## src/rtl/vga_sync_decoder_pkg.sv

```systemverilog
// Shared VGA timing defaults and the sync-decoder FSM state encoding.
// Intended to be imported by every VGA block (vga_640x480, vga_sync_decoder).
package vga_sync_decoder_pkg;
  localparam int H_TOTAL_D     = 800;
  localparam int V_TOTAL_D     = 521;
  localparam int H_SYNC_D      = 96;
  localparam int V_SYNC_D      = 2;
  localparam int HBP_D         = 144;
  localparam int HFP_D         = 784;
  localparam int VBP_D         = 31;
  localparam int VFP_D         = 511;
  localparam int LOCK_FRAMES_D = 2;

  typedef enum logic [1:0] {
    ST_SEARCH = 2'd0,
    ST_ALIGN  = 2'd1,
    ST_LOCKED = 2'd2
  } sync_state_e;
endpackage

```

## src/rtl/vga_line_checker.sv

```systemverilog
// Hsync edge detection, horizontal pixel counter and per-line interval/width check.
module vga_line_checker #(
  parameter int H_TOTAL = 800,
  parameter int H_SYNC  = 96
) (
  input  logic       clk,
  input  logic       rst_n,
  input  logic       i_hsync,
  output logic [9:0] o_hc,
  output logic       o_line_start,
  output logic       o_line_bad
);
  localparam logic [9:0] HT_M1 = 10'(H_TOTAL - 1);
  localparam logic [9:0] HS_M1 = 10'(H_SYNC - 1);

  logic       r_hs;
  logic [9:0] r_hc;
  logic       w_fall, w_rise, w_bad_int, w_overrun, w_bad_wid;

  assign w_fall    = r_hs & ~i_hsync;
  assign w_rise    = ~r_hs & i_hsync;
  assign w_bad_int = w_fall & (r_hc != HT_M1);
  // Flag the overrun one edge early so the registered error lands as hc reaches H_TOTAL.
  assign w_overrun = ~w_fall & (r_hc == HT_M1);
  assign w_bad_wid = w_rise & (r_hc != HS_M1);

  assign o_hc         = r_hc;
  assign o_line_start = w_fall;
  assign o_line_bad   = w_bad_int | w_overrun | w_bad_wid;

  always_ff @(posedge clk) begin
    if (!rst_n) begin
      r_hs <= 1'b1;
      r_hc <= '0;
    end else begin
      r_hs <= i_hsync;
      if (w_fall)
        r_hc <= '0;
      else if (r_hc != 10'h3FF)
        r_hc <= r_hc + 10'd1;
    end
  end
endmodule

```

## src/rtl/vga_sync_decoder.sv

```systemverilog
// Recovers hc/vc from incoming Hsync/Vsync, validates timing and locks after
// LOCK_FRAMES consecutive good frames.
module vga_sync_decoder
  import vga_sync_decoder_pkg::*;
#(
  parameter int H_TOTAL     = H_TOTAL_D,
  parameter int V_TOTAL     = V_TOTAL_D,
  parameter int H_SYNC      = H_SYNC_D,
  parameter int V_SYNC      = V_SYNC_D,
  parameter int HBP         = HBP_D,
  parameter int HFP         = HFP_D,
  parameter int VBP         = VBP_D,
  parameter int VFP         = VFP_D,
  parameter int LOCK_FRAMES = LOCK_FRAMES_D
) (
  input  logic       clk,
  input  logic       rst_n,
  input  logic       Hsync,
  input  logic       Vsync,
  output logic [9:0] hc_o,
  output logic [9:0] vc_o,
  output logic       vidon_o,
  output logic       locked_o,
  output logic       err_o,
  output logic       frame_o
);
  localparam logic [9:0] VT    = 10'(V_TOTAL);
  localparam logic [9:0] VT_M1 = 10'(V_TOTAL - 1);
  localparam logic [9:0] VS_W  = 10'(V_SYNC);

  logic [9:0]  w_hc;
  logic        w_hs_fall, w_line_bad;
  logic        w_vs_fall, w_vs_rise, w_frame_bad, w_bad;
  logic        r_vs;
  logic [9:0]  r_vc, r_fcnt, r_vlow;
  logic [7:0]  r_good;
  logic        r_locked, r_err, r_frame;
  sync_state_e r_state;

  vga_line_checker #(.H_TOTAL(H_TOTAL), .H_SYNC(H_SYNC)) u_line (
    .clk          (clk),
    .rst_n        (rst_n),
    .i_hsync      (Hsync),
    .o_hc         (w_hc),
    .o_line_start (w_hs_fall),
    .o_line_bad   (w_line_bad)
  );

  assign w_vs_fall   = r_vs & ~Vsync;
  assign w_vs_rise   = ~r_vs & Vsync;
  assign w_frame_bad = (w_vs_fall & (r_fcnt != VT)) | (w_vs_rise & (r_vlow != VS_W));
  assign w_bad       = w_line_bad | w_frame_bad;

  assign hc_o     = w_hc;
  assign vc_o     = r_vc;
  assign locked_o = r_locked;
  assign err_o    = r_err;
  assign frame_o  = r_frame;
  assign vidon_o  = r_locked & (w_hc > 10'(HBP)) & (w_hc < 10'(HFP))
                             & (r_vc > 10'(VBP)) & (r_vc < 10'(VFP));

  // Vertical counter and frame-level measurements run regardless of lock.
  always_ff @(posedge clk) begin
    if (!rst_n) begin
      r_vs    <= 1'b1;
      r_vc    <= '0;
      r_fcnt  <= '0;
      r_vlow  <= '0;
      r_frame <= 1'b0;
    end else begin
      r_vs    <= Vsync;
      r_frame <= w_vs_fall;

      if (w_vs_fall)
        r_vc <= '0;
      else if (w_hs_fall)
        r_vc <= (r_vc == VT_M1) ? '0 : r_vc + 10'd1;

      // A line start coinciding with the Vsync fall belongs to the new frame.
      if (w_vs_fall)
        r_fcnt <= {9'd0, w_hs_fall};
      else if (w_hs_fall && r_fcnt != 10'h3FF)
        r_fcnt <= r_fcnt + 10'd1;

      if (w_vs_fall)
        r_vlow <= {9'd0, w_hs_fall};
      else if (w_hs_fall && !Vsync && r_vlow != 10'h3FF)
        r_vlow <= r_vlow + 10'd1;
    end
  end

  always_ff @(posedge clk) begin
    if (!rst_n) begin
      r_state  <= ST_SEARCH;
      r_good   <= '0;
      r_locked <= 1'b0;
      r_err    <= 1'b0;
    end else begin
      r_err <= 1'b0;
      case (r_state)
        ST_SEARCH: begin
          if (w_vs_fall) begin
            r_state <= ST_ALIGN;
            r_good  <= '0;
          end
        end
        ST_ALIGN: begin
          if (w_bad) begin
            r_state <= ST_SEARCH;
          end else if (w_vs_fall) begin
            if (int'(r_good) + 1 >= LOCK_FRAMES) begin
              r_state  <= ST_LOCKED;
              r_locked <= 1'b1;
            end else begin
              r_good <= r_good + 8'd1;
            end
          end
        end
        ST_LOCKED: begin
          if (w_bad) begin
            r_state  <= ST_SEARCH;
            r_locked <= 1'b0;
            r_err    <= 1'b1;
          end
        end
        default: begin
          r_state  <= ST_SEARCH;
          r_locked <= 1'b0;
        end
      endcase
    end
  end
endmodule

```

## config.mk

```make
export PLATFORM = sky130hd
export DESIGN_NAME = vga_sync_decoder
export DESIGN_NICKNAME = d
export VERILOG_FILES = /design/src/rtl/vga_sync_decoder_pkg.sv /design/src/rtl/vga_line_checker.sv /design/src/rtl/vga_sync_decoder.sv
export SDC_FILE = /design/constraint.sdc
export NUM_CORES = 1
export LEC_CHECK = 0
export BUFFER_PORTS_ARGS = -buffer_cell sky130_fd_sc_hd__buf_2
export CORE_MARGIN = 2
export CORE_UTILIZATION = 45
export CTS_CLUSTER_SIZE = 40
export DETAILED_ROUTE_END_ITERATION = 8
export HOLD_SLACK_MARGIN = 0.15
export PLACE_DENSITY = 0.68
export SETUP_SLACK_MARGIN = 0.2
export SYNTH_ARGS = -nofsm -noshare
export SYNTH_HDL_FRONTEND = slang
export SYNTH_SLANG_ARGS = --single-unit
```

## constraint.sdc

```tcl
create_clock -name clk -period 2.8 [get_ports clk]
set_input_delay 0.7 -clock clk [delete_from_list [all_inputs] [get_ports clk]]
set_output_delay 0.7 -clock clk [all_outputs]
set_load 0.05 [all_outputs]
```

---- After elaboration in Yosys (flattened, before gate mapping) ----
Cells that the tools add are included.
storage, ports and cells
  word-level logic and storage cells ...... 103
  bits of input ports ..................... 4
  register bits after elaboration ......... 55
  output and inout port bits .............. 24
operators by class
  bitwise operators ....................... 24
  mux-type cells .......................... 22
  magnitude comparators ................... 5
  add/subtract/negate cells ............... 6
  reduce and logical (&&, ||, !) cells .... 14
  equality and inequality tests ........... 19
operators by type and width
  operator                                                                             count
  10-bit inequality test, second input constant                                        5
  10-bit by 1-bit adder with 10-bit output, second input constant                      4
  8-bit 2-to-1 mux                                                                     4
  10-bit equality test, second input constant                                          2
  8-bit case mux with 2 select lines                                                   1
  1-bit AND                                                                            13
  2-bit inequality test, second input constant                                         6
  10-bit by 5-bit greater-than comparator with 1-bit output, second input constant     1
  10-bit by 8-bit greater-than comparator with 1-bit output, second input constant     1
  10-bit < comparator, second input constant                                           1
  10-bit by 9-bit < comparator with 1-bit output, second input constant                1
  10-bit 2-to-1 mux                                                                    1
  2-bit 2-to-1 mux                                                                     5
  10-bit by 2-bit inequality test with 1-bit output, second input constant             1
  10-bit by 7-bit inequality test with 1-bit output, second input constant             1
  5-bit AND reduction                                                                  2
  8-bit by 1-bit adder with 9-bit output, second input constant                        1
  9-bit by 2-bit greater-or-equal comparator with 1-bit output, second input constant  1
  1-bit 2-to-1 mux                                                                     9
  8-bit by 1-bit adder with 8-bit output, second input constant                        1
  1-bit NOT                                                                            7
  3-bit inequality test, second input constant                                         2
  2-bit case mux with 3 select lines                                                   1
  2-bit nonzero test                                                                   3
  10 further kinds                                                                     16

---- Longest topological paths before layout ----
Gate-level depths: netlist of the first run.
  word-level depth ........................ 9
  depth in mapped cells ................... 8
  mapped depth without buffers ............ 8

---- By module ----
From an unflattened synthesis of the first run, not the netlist that was laid out.
unflattened totals
  cells, all modules ...................... 312
  area total of the unflattened synthesis .. 2777.7 µm²
by module, submodules not included
  module            area an instance (µm²)  times used  seq. area each (µm²)  cells an instance
  vga_sync_decoder  2184.6                  1           880.8                 244
  vga_line_checker  593.1                   1           220.2                 68

---- Worst setup path after synthesis of the first run ----
No wires, ideal clock.
  path type ............................... reg-to-output
  start point ............................. register u_line.r_hc[4] (netlist: u_line.o_hc[4])
  end point ............................... output vidon_o
  setup slack ............................. -0.242 ns
  data required time ...................... 2.100 ns
  buffers on the path ..................... 0
  stages on the path, launching flop included .. 5
  arrival ................................. 2.342 ns
  cell sequence ........................... dfxtp_1 -> nor4_1 -> nor2_1 -> or4_1 -> nor3_1
on the way
  longest elaborated chain between the ends .. 5
  elaborated cells between the ends (all ways) .. 6
  those cells by class .................... 2 x order compare; 4 x bitwise
ends and longest elaborated chain
  element                                                    RTL line                RTL
  start: declaration                                         vga_line_checker.sv:17  logic [9:0] r_hc;
  start signal: assignment                                   vga_line_checker.sv:40  r_hc <= r_hc + 10'd1;
  10-bit by 8-bit greater-than comparator with 1-bit output  vga_sync_decoder.sv:59  assign vidon_o = r_locked & (w_hc > 10'(HBP)) & (w_hc < 10'(HFP))
  1-bit AND                                                  vga_sync_decoder.sv:59
  1-bit AND (*)                                              vga_sync_decoder.sv:59
  1-bit AND (*) (2 in a row)                                 vga_sync_decoder.sv:60  & (r_vc > 10'(VBP)) & (r_vc < 10'(VFP));
  end: declaration                                           vga_sync_decoder.sv:22  output logic vidon_o,
Mark *: on every way between the ends. The rest lies on a longest branch, timed or not.

---- Worst setup path in the final report of the first run ----
  start point ............................. register u_line.r_hc[5] (netlist: u_line.o_hc[5])
  end point ............................... output vidon_o
Same word-level chain as after synthesis.

==> results.py, run 1 <==
metrics = {
    "timing": {
        "final_hold_viol_count": 0,
        "worst_slew_pin_slew_ns": 0.4805,
        "grt_setup_unrepaired": "false",
        "relSlewSlack_pct": 67.72,
        "finalMaxSlewViolations": 0,
        "setup_viol_count_final": 0,
        "max_freq_mhz": 396.6,
        "timing.setup.tns_ns": 0,
        "final.setup_skew_ns": 0.01182,
        "fin_crit_period_ns": 2.521,
        "final_min_period_over_clock_period_pct": 90.05,
    },
    "setup_path": {
        "worst-endpoint-required_ns": 2.10,
        "cp-end-kind": "primary output",
        "cp-start-kind": "flip-flop",
        "slowest_delay_ns": 0.45,
        "critical_path_class": "flip-flop to primary output",
        "sequence_of_cells_on_the_critical_path": "nor4_2 -> nor2_1 -> or4_1 -> nor3_4 -> buf_6",
        "critical_path_arrival_ns": 1.82,
        "worst-path-max-fanout": 7,
        "critical_path.slowest_cell": "or4_1",
    },
    "yosys": {
        "synth_enable_flop_cells": 0,
        "syn-mean-instance-area_um2": 8.442,
        "syn_area_um2": 2600,
        "ys.flop_type": "dfxtp_1",
        "netlist-cell-type-count": 42,
        "synthesis.instances": 308,
        "synth_warnings": 0,
        "synth.ff_latch_count": 55,
        "fraction_of_the_yosys_area_taken_by_sequential_cells_pct": 42.35,
        "synth_nets": 322,
        "synth-async-reset-ratio_pct": 0,
    },
    "route": {
        "drt-met1-wl_um": 2534,
        "via_count": 2209,
        "top_signal_layer_used": "met4",
        "drtIter0Drc": 112,
        "drt_drc_violations_left": 0,
        "wl_met2_um": 2582,
        "via_per_inst": 5.336,
        "drt_pass1_iterations": 4,
        "detailroute.wirelength.met3_um": 208,
        "routedWlPerCell_um": 12.94,
        "wl_um": 5357,
        "route.antenna.remaining_nets": 0,
    },
    "cts": {
        "post_cts.resized_instances": 3,
        "clkLatencyLatePin_ns": 0.31,
        "cts_htree_levels": 2,
        "cts.root.buffer_cell": "clkbuf_8",
        "cts.repair_timing.setup_buffer_count": 0,
        "tritoncts_num_sinks": 55,
        "clock_path_buffers": 2,
        "clk_pin_slew_ns": 0.09,
        "hold_buffers": 0,
        "cts-buffers-inserted": 5,
        "tritoncts": "built",
    },
    "pwr": {
        "cellPowerDensity_nw_per_um2": 465.3,
        "design_power_total_uw": 1383,
        "worst_case_vdd_ir_drop_mv": 0.2015,
        "cellLeakagePower_uw": 0.001137,
    },
    "outcome": {
        "outcome": "completed",
    },
    "placed_design": {
        "dpl.cell_count": 406,
        "place.detailed.hpwl_um": 3882,
        "io_buffer_count": 27,
        "global_placer_s_final_weighted_congestion": 0.8458,
    },
    "finish": {
        "number_of_filler_instances_in_the_final_layout": 547,
        "finalNetCount": 355,
        "final_layout_size_suffix_gt1_share_pct": 14.91,
        "finalNonFillerCells": 414,
        "area.growth.synth_to_final_pct": 14.29,
        "num_antenna_cells": 0,
    },
    "grt": {
        "grt.total_usage_pct": 18.60,
        "grt_antenna_before_repair": 0,
        "gr-total-overflow": 0,
        "grt_pass1_wl_um": 9446,
        "grt_max_degree": 19,
        "first_global_vias": 2060,
    },
    "floorplan": {
        "initial_core_util_pct": 46.93,
        "num_io_pins": 28,
        "placementRows": 27,
        "die_w_um": 80.01,
        "die_boundary_height_um": 80.01,
        "placeableCoreArea_um2": 5540,
        "die_area_um2": 6402,
    },
    "worst_hold_path": {
        "hp-class": "flip-flop to flip-flop",
    },
    "job": {
        "drv_cap": 0,
    },
}
## logic make-up after synthesis
group,share of synthesized area (%)
AOI/OAI and AO/OA,14.10
xor gates and xnor gates,7.074
adders and majority gates,4.812
buffers and inverters,3.080
DFF,42.35
and+or+nand+nor,28.59
## registers in the layout (all words and copies together), names as in the netlist
register and count:
r_fcnt 10, r_vlow 10, u_line.o_hc 10, vc_o 10, r_good 8, r_state 2
err_o 1, frame_o 1, locked_o 1, r_vs 1, u_line.r_hs 1
## routing by layer
metal	GRT usage [%]	vias to the layer above
li1	-	1138
met1	23.82	1036
met2	31.00	33
met3	3.394	2
met4	7.119	0
met5	0	-
## stage by stage
step                area (µm²)  setup WS (ns)  hold WS, ns  utilization [%]
floorplan                 2611         0.3322       0.4308                -
finish                    2972         0.2786       0.4703            53.64
global placement          2858         0.5083       0.4450            51.58
global route              2972         0.1847       0.4881            53.64
CTS                       2967         0.2185       0.4727            53.55
detailed placement        2858         0.4849       0.4447            51.58
## cells in the mapped netlist (all sizes together) (2+ instances only)
cell	n	area share [%]
nand4	9	2.2
xnor2	7	2.4
or3	9	2.2
buf	2	0.34
o22ai	3	0.72
clkbuf	6	0.87
dfxtp	55	42
and2	8	1.9
nor2b	2	0.48
a22oi	3	0.87
nand2b	6	1.4
o211ai	2	0.58
a31oi	3	0.72
nor2	47	6.8
a311oi	3	1.7
a41o	2	0.77
or4b	2	0.77
nand2	29	4.2
nor3	11	2.1
nand3	6	1.2
xor2	14	4.7
a211oi	6	2.2
nor4	5	1.2
a21oi	15	2.9
inv	13	1.9
ha	10	4.8
o21ai	12	2.3
and3	8	2.0
## worst max-delay path, delay by kind of cell (launching register included)
family	cells	cell delay, ns
flops	1	0.39
simple gates	4	0.93
buf+inv	1	0.18
## layout make-up
type	count	area (µm²)	share of cell area (%)
Clock buffer	7	86.33	2.905
Clock inverter	1	8.758	0.2947
Inverter	13	48.80	1.642
Multi-Input combinational cell	232	1441	48.51
Sequential cell	55	1102	37.09
Tap cell	72	90.09	3.032
Timing Repair Buffer	34	193.9	6.526
## report_power, final
group	switching [µW]	internal (µW)
logic	77.5	43.2
clock network	249	203
registers	14.8	795
## cell usage in the layout (no fill, tap or decap), drive strengths merged
cell type,count
nor4b,1
nand3,6
or4,1
nor4,5
nand4,9
xnor2,7
and4,1
nand3b,1
nor3,11
a211oi,6
o211ai,2
or4b,2
clkbuf,7
nand2,29
a311oi,3
nor2,47
and2,8
o21ai,12
clkinv,1
o41ai,1
dfxtp,55
a21oi,15
ha,10
nand2b,6
a211o,1
nor4bb,1
a41o,2
nor2b,2
buf,34
xor2,14
inv,13
nor3b,1
a31oi,3
o22ai,3
or3,9
and3,8
or2,1
a22oi,3
o211a,1
## worst paths after layout
path / end / slack (ns) / cells after the start / startpoint
worst max register to register: r_good[1]$_SDFFE_PN0P_ / 0.48 / 7 / r_fcnt[0]$_SDFFE_PN0P_
worst min register to register: r_good[4]$_SDFFE_PN0P_ / 0.47 / 1 / r_good[4]$_SDFFE_PN0P_
worst min-delay path: r_good[4]$_SDFFE_PN0P_ / 0.47 / 1 / r_good[4]$_SDFFE_PN0P_
worst max-delay path: vidon_o / 0.28 / 5 / u_line.o_hc[5]$_SDFFE_PP0P_
Note: power is estimated with default switching activity, not from simulation.
==> inputs of run 2 (changes only) <==
--- a/config.mk
+++ b/config.mk
@@ -7,11 +7,11 @@
 export LEC_CHECK = 0
 export BUFFER_PORTS_ARGS = -buffer_cell sky130_fd_sc_hd__buf_2
 export CORE_MARGIN = 2
-export CORE_UTILIZATION = 45
+export CORE_UTILIZATION = 42
 export CTS_CLUSTER_SIZE = 40
 export DETAILED_ROUTE_END_ITERATION = 8
 export HOLD_SLACK_MARGIN = 0.15
-export PLACE_DENSITY = 0.68
+export PLACE_DENSITY = 0.64
 export SETUP_SLACK_MARGIN = 0.2
 export SYNTH_ARGS = -nofsm -noshare
 export SYNTH_HDL_FRONTEND = slang
==> results.py, run 2 (same netlist as run 1, synthesis figures left out) <==
metrics = {
    "placed_design": {
        "detailed_place.area_um2": 2846,
        "global_placer_s_final_weighted_congestion": 0.8126,
        "io_buffer_count": 27,
        "dp_worst_setup_slack_ns": 0.3984,
        "place.detailed.hpwl_um": 3880,
    },
    "setup_path": {
        "critical_path_class": "flip-flop to primary output",
        "critical_path.reg2reg.startpoint": "r_vlow[0]$_SDFFE_PN0P_",
        "worst-path-max-fanout": 7,
        "cp-start-kind": "flip-flop",
        "r2r_end": "r_good[1]$_SDFFE_PN0P_",
        "cp-end-kind": "primary output",
        "worstRegToRegCells": 8,
        "worst-endpoint-required_ns": 2.10,
        "r2r_setup_slack_ns": 0.52,
        "critical_path_arrival_ns": 1.80,
    },
    "timing": {
        "relSlewSlack_pct": 69.63,
        "timing.setup.tns_ns": 0,
        "final.setup_skew_ns": 0.004047,
        "fin_crit_period_ns": 2.498,
        "final_min_period_over_clock_period_pct": 89.23,
        "finalMaxSlewViolations": 0,
        "setup_viol_count_final": 0,
        "post-route-worst-setup-slack_ns": 0.3016,
        "hold-worst-slack_ns": 0.4656,
        "grt_setup_unrepaired": "false",
        "final_hold_viol_count": 0,
        "max_freq_mhz": 400.2,
        "worst_slew_pin_slew_ns": 0.4521,
    },
    "cts": {
        "tritoncts_num_sinks": 55,
        "clock_path_buffers": 2,
        "clk_pin_slew_ns": 0.09,
        "clkLatencyLatePin_ns": 0.30,
        "cts_htree_levels": 2,
        "cts-buffers-inserted": 5,
        "hold_buffers": 0,
        "tritoncts": "built",
        "cts.repair_timing.setup_buffer_count": 0,
        "cts.root.buffer_cell": "clkbuf_8",
    },
    "floorplan": {
        "placementRows": 28,
        "initial_core_util_pct": 43.66,
        "num_io_pins": 28,
        "die_area_um2": 6836,
        "die_w_um": 82.68,
        "die_boundary_height_um": 82.68,
        "placeableCoreArea_um2": 5956,
    },
    "worst_hold_path": {
        "timing.hold.worst.start": "r_good[3]$_SDFFE_PN0P_",
        "hold_depth": 1,
        "hp-class": "flip-flop to flip-flop",
        "holdPathEnd": "r_good[3]$_SDFFE_PN0P_",
    },
    "finish": {
        "area.growth.synth_to_final_pct": 14.05,
        "finalNetCount": 353,
        "layout_commonest_cell": "dfxtp_1",
        "final_layout_size_suffix_gt1_share_pct": 14.41,
        "final_design_instance_area_without_fill_um2": 2965,
        "layout_common_cells": "dfxtp_1 (54), nor2_1 (47), nand2_1 (29)",
        "num_antenna_cells": 0,
    },
    "route": {
        "via_per_inst": 5.330,
        "route.antenna.remaining_nets": 0,
        "drt_drc_violations_left": 0,
        "wl_um": 5366,
        "drtIter0Drc": 114,
        "routedWlPerCell_um": 12.93,
        "drt_pass1_iterations": 5,
        "via_count": 2212,
    },
    "grt": {
        "grt_antenna_before_repair": 0,
        "first_global_vias": 2044,
        "grt_max_degree": 19,
        "gr-total-overflow": 0,
        "grt.total_usage_pct": 17.21,
        "grt_pass1_wl_um": 9170,
    },
    "pwr": {
        "worst_case_vdd_ir_drop_mv": 0.2321,
        "cellLeakagePower_uw": 0.001131,
        "cellPowerDensity_nw_per_um2": 471.7,
    },
    "job": {
        "drv_cap": 0,
    },
    "outcome": {
        "outcome": "completed",
    },
}
[run 2: final cells by class]
type,instances,area [µm²]
Clock buffer,8,100.1
Sequential cell,55,1102
Inverter,13,48.80
Multi-Input combinational cell,232,1441
Timing Repair Buffer,32,178.9
Fill cell,619,2990
Tap cell,75,93.84
[run 2: worst max-delay path by stage]
stage               slack, ns  cells past startpoint                         from                endpoint
finish                   0.30                      5  u_line.o_hc[5]$_SDFFE_PP0P_                 vidon_o
global route             0.17                      5  u_line.o_hc[5]$_SDFFE_PP0P_                 vidon_o
CTS                      0.22                      5  u_line.o_hc[4]$_SDFFE_PP0P_                 vidon_o
detailed placement       0.40                      6                        Hsync  r_vlow[7]$_SDFFE_PP0P_
global placement         0.48                      6                        Hsync  r_vlow[7]$_SDFFE_PP0P_
floorplan                0.33                      4  u_line.o_hc[4]$_SDFFE_PP0P_                 vidon_o
[run 2: critical path: stages (launching register included)]
cell and delay (ns):
dfxtp_1 0.38, nor4_2 0.26, nor2_1 0.08, or4_1 0.45, nor3_4 0.15, buf_6 0.18
[run 2: timing repair]
| action | 4_1_cts | 5_1_grt |
|---|---|---|
| gates resized for setup | 2 | 3 |
| hold endpoints to repair | 0 | 0 |
| setup endpoints to repair | 1 | 1 |
[run 2: metrics by stage]
stage / util, % / std cells / total power [µW]
finish: 49.79 / 415 / 1399
global route: 49.79 / 415 / 1465
CTS: 49.60 / 415 / 1412
detailed placement: 47.79 / 407 / 947.2
global placement: 47.79 / 407 / 944.6
floorplan: - / 308 / 915.7
[run 2: report_power, final]
| part | internal (µW) | leakage [µW] | switching [µW] |
|---|---|---|---|
| Clock | 226 | 0.0000515 | 244 |
| Combinational | 40.9 | 0.000633 | 78.6 |
| Sequential | 795 | 0.000446 | 14.5 |
[run 2: routing by layer]
layer | track usage (%) | wire length, µm
met3 | 4.674 | 244
met4 | 5.738 | 42
met5 | 0 | 0
met2 | 28.39 | 2458
met1 | 21.74 | 2620
==> inputs of run 3 (changes only) <==
--- a/config.mk
+++ b/config.mk
@@ -7,11 +7,11 @@
 export LEC_CHECK = 0
 export BUFFER_PORTS_ARGS = -buffer_cell sky130_fd_sc_hd__buf_2
 export CORE_MARGIN = 2
-export CORE_UTILIZATION = 42
-export CTS_CLUSTER_SIZE = 40
+export CORE_UTILIZATION = 58
+export CTS_CLUSTER_SIZE = 10
 export DETAILED_ROUTE_END_ITERATION = 8
 export HOLD_SLACK_MARGIN = 0.15
-export PLACE_DENSITY = 0.64
+export PLACE_DENSITY = 0.83
 export SETUP_SLACK_MARGIN = 0.2
 export SYNTH_ARGS = -nofsm -noshare
 export SYNTH_HDL_FRONTEND = slang
==> results.py, run 3 (same netlist as run 1, synthesis figures left out) <==
metrics = {
    "finish": {
        "finalNetCount": 352,
        "final_layout_size_suffix_gt1_share_pct": 14.45,
        "footprint_of_the_multi_input_gates_um2": 1439,
        "layout_common_cells": "dfxtp_1 (53), nor2_1 (47), nand2_1 (29)",
        "layout_commonest_cell": "dfxtp_1",
        "number_of_filler_instances_in_the_final_layout": 356,
        "area.growth.synth_to_final_pct": 12.03,
        "num_antenna_cells": 0,
        "ff_latch_area_um2": 1104,
    },
    "cts": {
        "cts.root.buffer_cell": "clkbuf_8",
        "clkLatencyLatePin_ns": 0.31,
        "cts.repair_timing.setup_buffer_count": 0,
        "clock_path_buffers": 2,
        "tritoncts": "built",
        "cts-buffers-inserted": 5,
        "tritoncts_num_sinks": 55,
        "hold_buffers": 0,
        "post_cts.resized_instances": 2,
        "clk_pin_slew_ns": 0.10,
        "cts_htree_levels": 2,
    },
    "floorplan": {
        "placementRows": 24,
        "die_area_um2": 5035,
        "die_boundary_height_um": 70.96,
        "initial_core_util_pct": 60.13,
        "die_w_um": 70.96,
        "num_io_pins": 28,
        "placeableCoreArea_um2": 4324,
    },
    "setup_path": {
        "slowest_delay_ns": 0.43,
        "r2r_setup_slack_ns": 0.48,
        "critical_path_class": "flip-flop to primary output",
        "timing.critical_path.from": "u_line.o_hc[4]$_SDFFE_PP0P_",
        "r2r_end": "r_good[1]$_SDFFE_PN0P_",
        "cp-end-kind": "primary output",
        "worstRegToRegCells": 8,
        "worst-endpoint-required_ns": 2.10,
        "critical_path_arrival_ns": 1.79,
        "critical_path.slowest_cell": "or4_4",
        "worst-path-max-fanout": 7,
        "sequence_of_cells_on_the_critical_path": "nor4_1 -> nor2_1 -> or4_4 -> nor3_4 -> buf_6",
        "cp-start-kind": "flip-flop",
        "family_with_the_most_delay_on_the_worst_path": "simple AND/OR/NAND/NOR gates",
        "path_buf_inv": 1,
        "critical_path.reg2reg.startpoint": "r_vlow[0]$_SDFFE_PN0P_",
    },
    "grt": {
        "grt_antenna_before_repair": 0,
        "first_global_vias": 2062,
        "gr-total-overflow": 0,
        "grt.total_usage_pct": 22.10,
        "grt_pass1_wl_um": 9045,
        "grt_max_degree": 19,
    },
    "timing": {
        "timing.setup.tns_ns": 0,
        "fin_crit_period_ns": 2.495,
        "max_freq_mhz": 400.8,
        "worst_slew_pin_slew_ns": 0.4660,
        "final_min_period_over_clock_period_pct": 89.10,
        "finalMaxSlewViolations": 0,
        "relSlewSlack_pct": 68.70,
        "final.setup_skew_ns": 0.01119,
        "setup_viol_count_final": 0,
        "final_hold_viol_count": 0,
        "grt_setup_unrepaired": "false",
        "post-route-worst-setup-slack_ns": 0.3052,
    },
    "pwr": {
        "cellLeakagePower_uw": 0.001115,
        "cellPowerDensity_nw_per_um2": 465.9,
        "worst_case_vdd_ir_drop_mv": 0.3143,
        "design_power_total_uw": 1357,
    },
    "worst_hold_path": {
        "holdPathEnd": "r_good[7]$_SDFFE_PN0P_",
        "timing.hold.worst.start": "r_good[7]$_SDFFE_PN0P_",
        "hp-class": "flip-flop to flip-flop",
        "hold_depth": 1,
    },
    "route": {
        "drtIter0Drc": 166,
        "route.antenna.remaining_nets": 0,
        "via_per_inst": 5.716,
        "drt_pass1_iterations": 4,
        "via_count": 2235,
        "drt_drc_violations_left": 0,
        "wl_um": 5294,
        "routedWlPerCell_um": 13.54,
    },
    "placed_design": {
        "io_buffer_count": 27,
        "dp_worst_setup_slack_ns": 0.4107,
        "global_placer_s_final_weighted_congestion": 0.8364,
        "place.detailed.hpwl_um": 3726,
    },
    "job": {
        "drv_cap": 0,
    },
    "outcome": {
        "outcome": "completed",
    },
}
## run 3: changes by cell type in the layout (fill, tap and decap cells not counted), sizes merged
cell	delta
clkinvlp	+1
clkbuf	-2
clkinv	+1
buf	-1
## run 3: power by group
part,switching [µW],total (µW),internal (µW)
sequential,14.5,809,795
combinational,78.2,119,40.9
clock,253,429,175
total,346,1360,1010
## run 3: worst max-delay path by stage
stage               slack [ns]  cells after the start                     end
detailed placement        0.41                      6  r_vlow[7]$_SDFFE_PP0P_
finish                    0.31                      5                 vidon_o
CTS                       0.22                      5                 vidon_o
floorplan                 0.33                      4                 vidon_o
global route              0.20                      7                 vidon_o
global placement          0.48                      6  r_vlow[7]$_SDFFE_PP0P_
## run 3: cell type report
type / count / area share, %
sequential: 55 / 37.89
timing repair buffer: 31 / 5.885
clock buffer: 6 / 2.491
inverter: 13 / 1.675
multi-input combinational: 232 / 49.40
clock inverter: 2 / 0.4296
tap: 52 / 2.234
## run 3: metal layers
metal  GRT usage, %  share of wire (%)  vias to the layer above
met1          29.42                 46                     1044
met3          3.134                3.6                        7
met2          35.93                 49                       41
met4          9.644                1.1                        0
li1               -                  -                     1143
met5              0                  0                        -
## run 3: through the flow
stage	instance area [µm²]	util (%)	hold WS, ns	std cells
3_5_place_dp	2810	64.99	0.4463	383
5_1_grt	2913	67.36	0.4968	391
4_1_cts	2903	67.13	0.4692	391
6_report	2913	67.36	0.4638	391
2_1_floorplan	2611	-	0.4308	308
3_3_place_gp	2810	64.99	0.4440	383
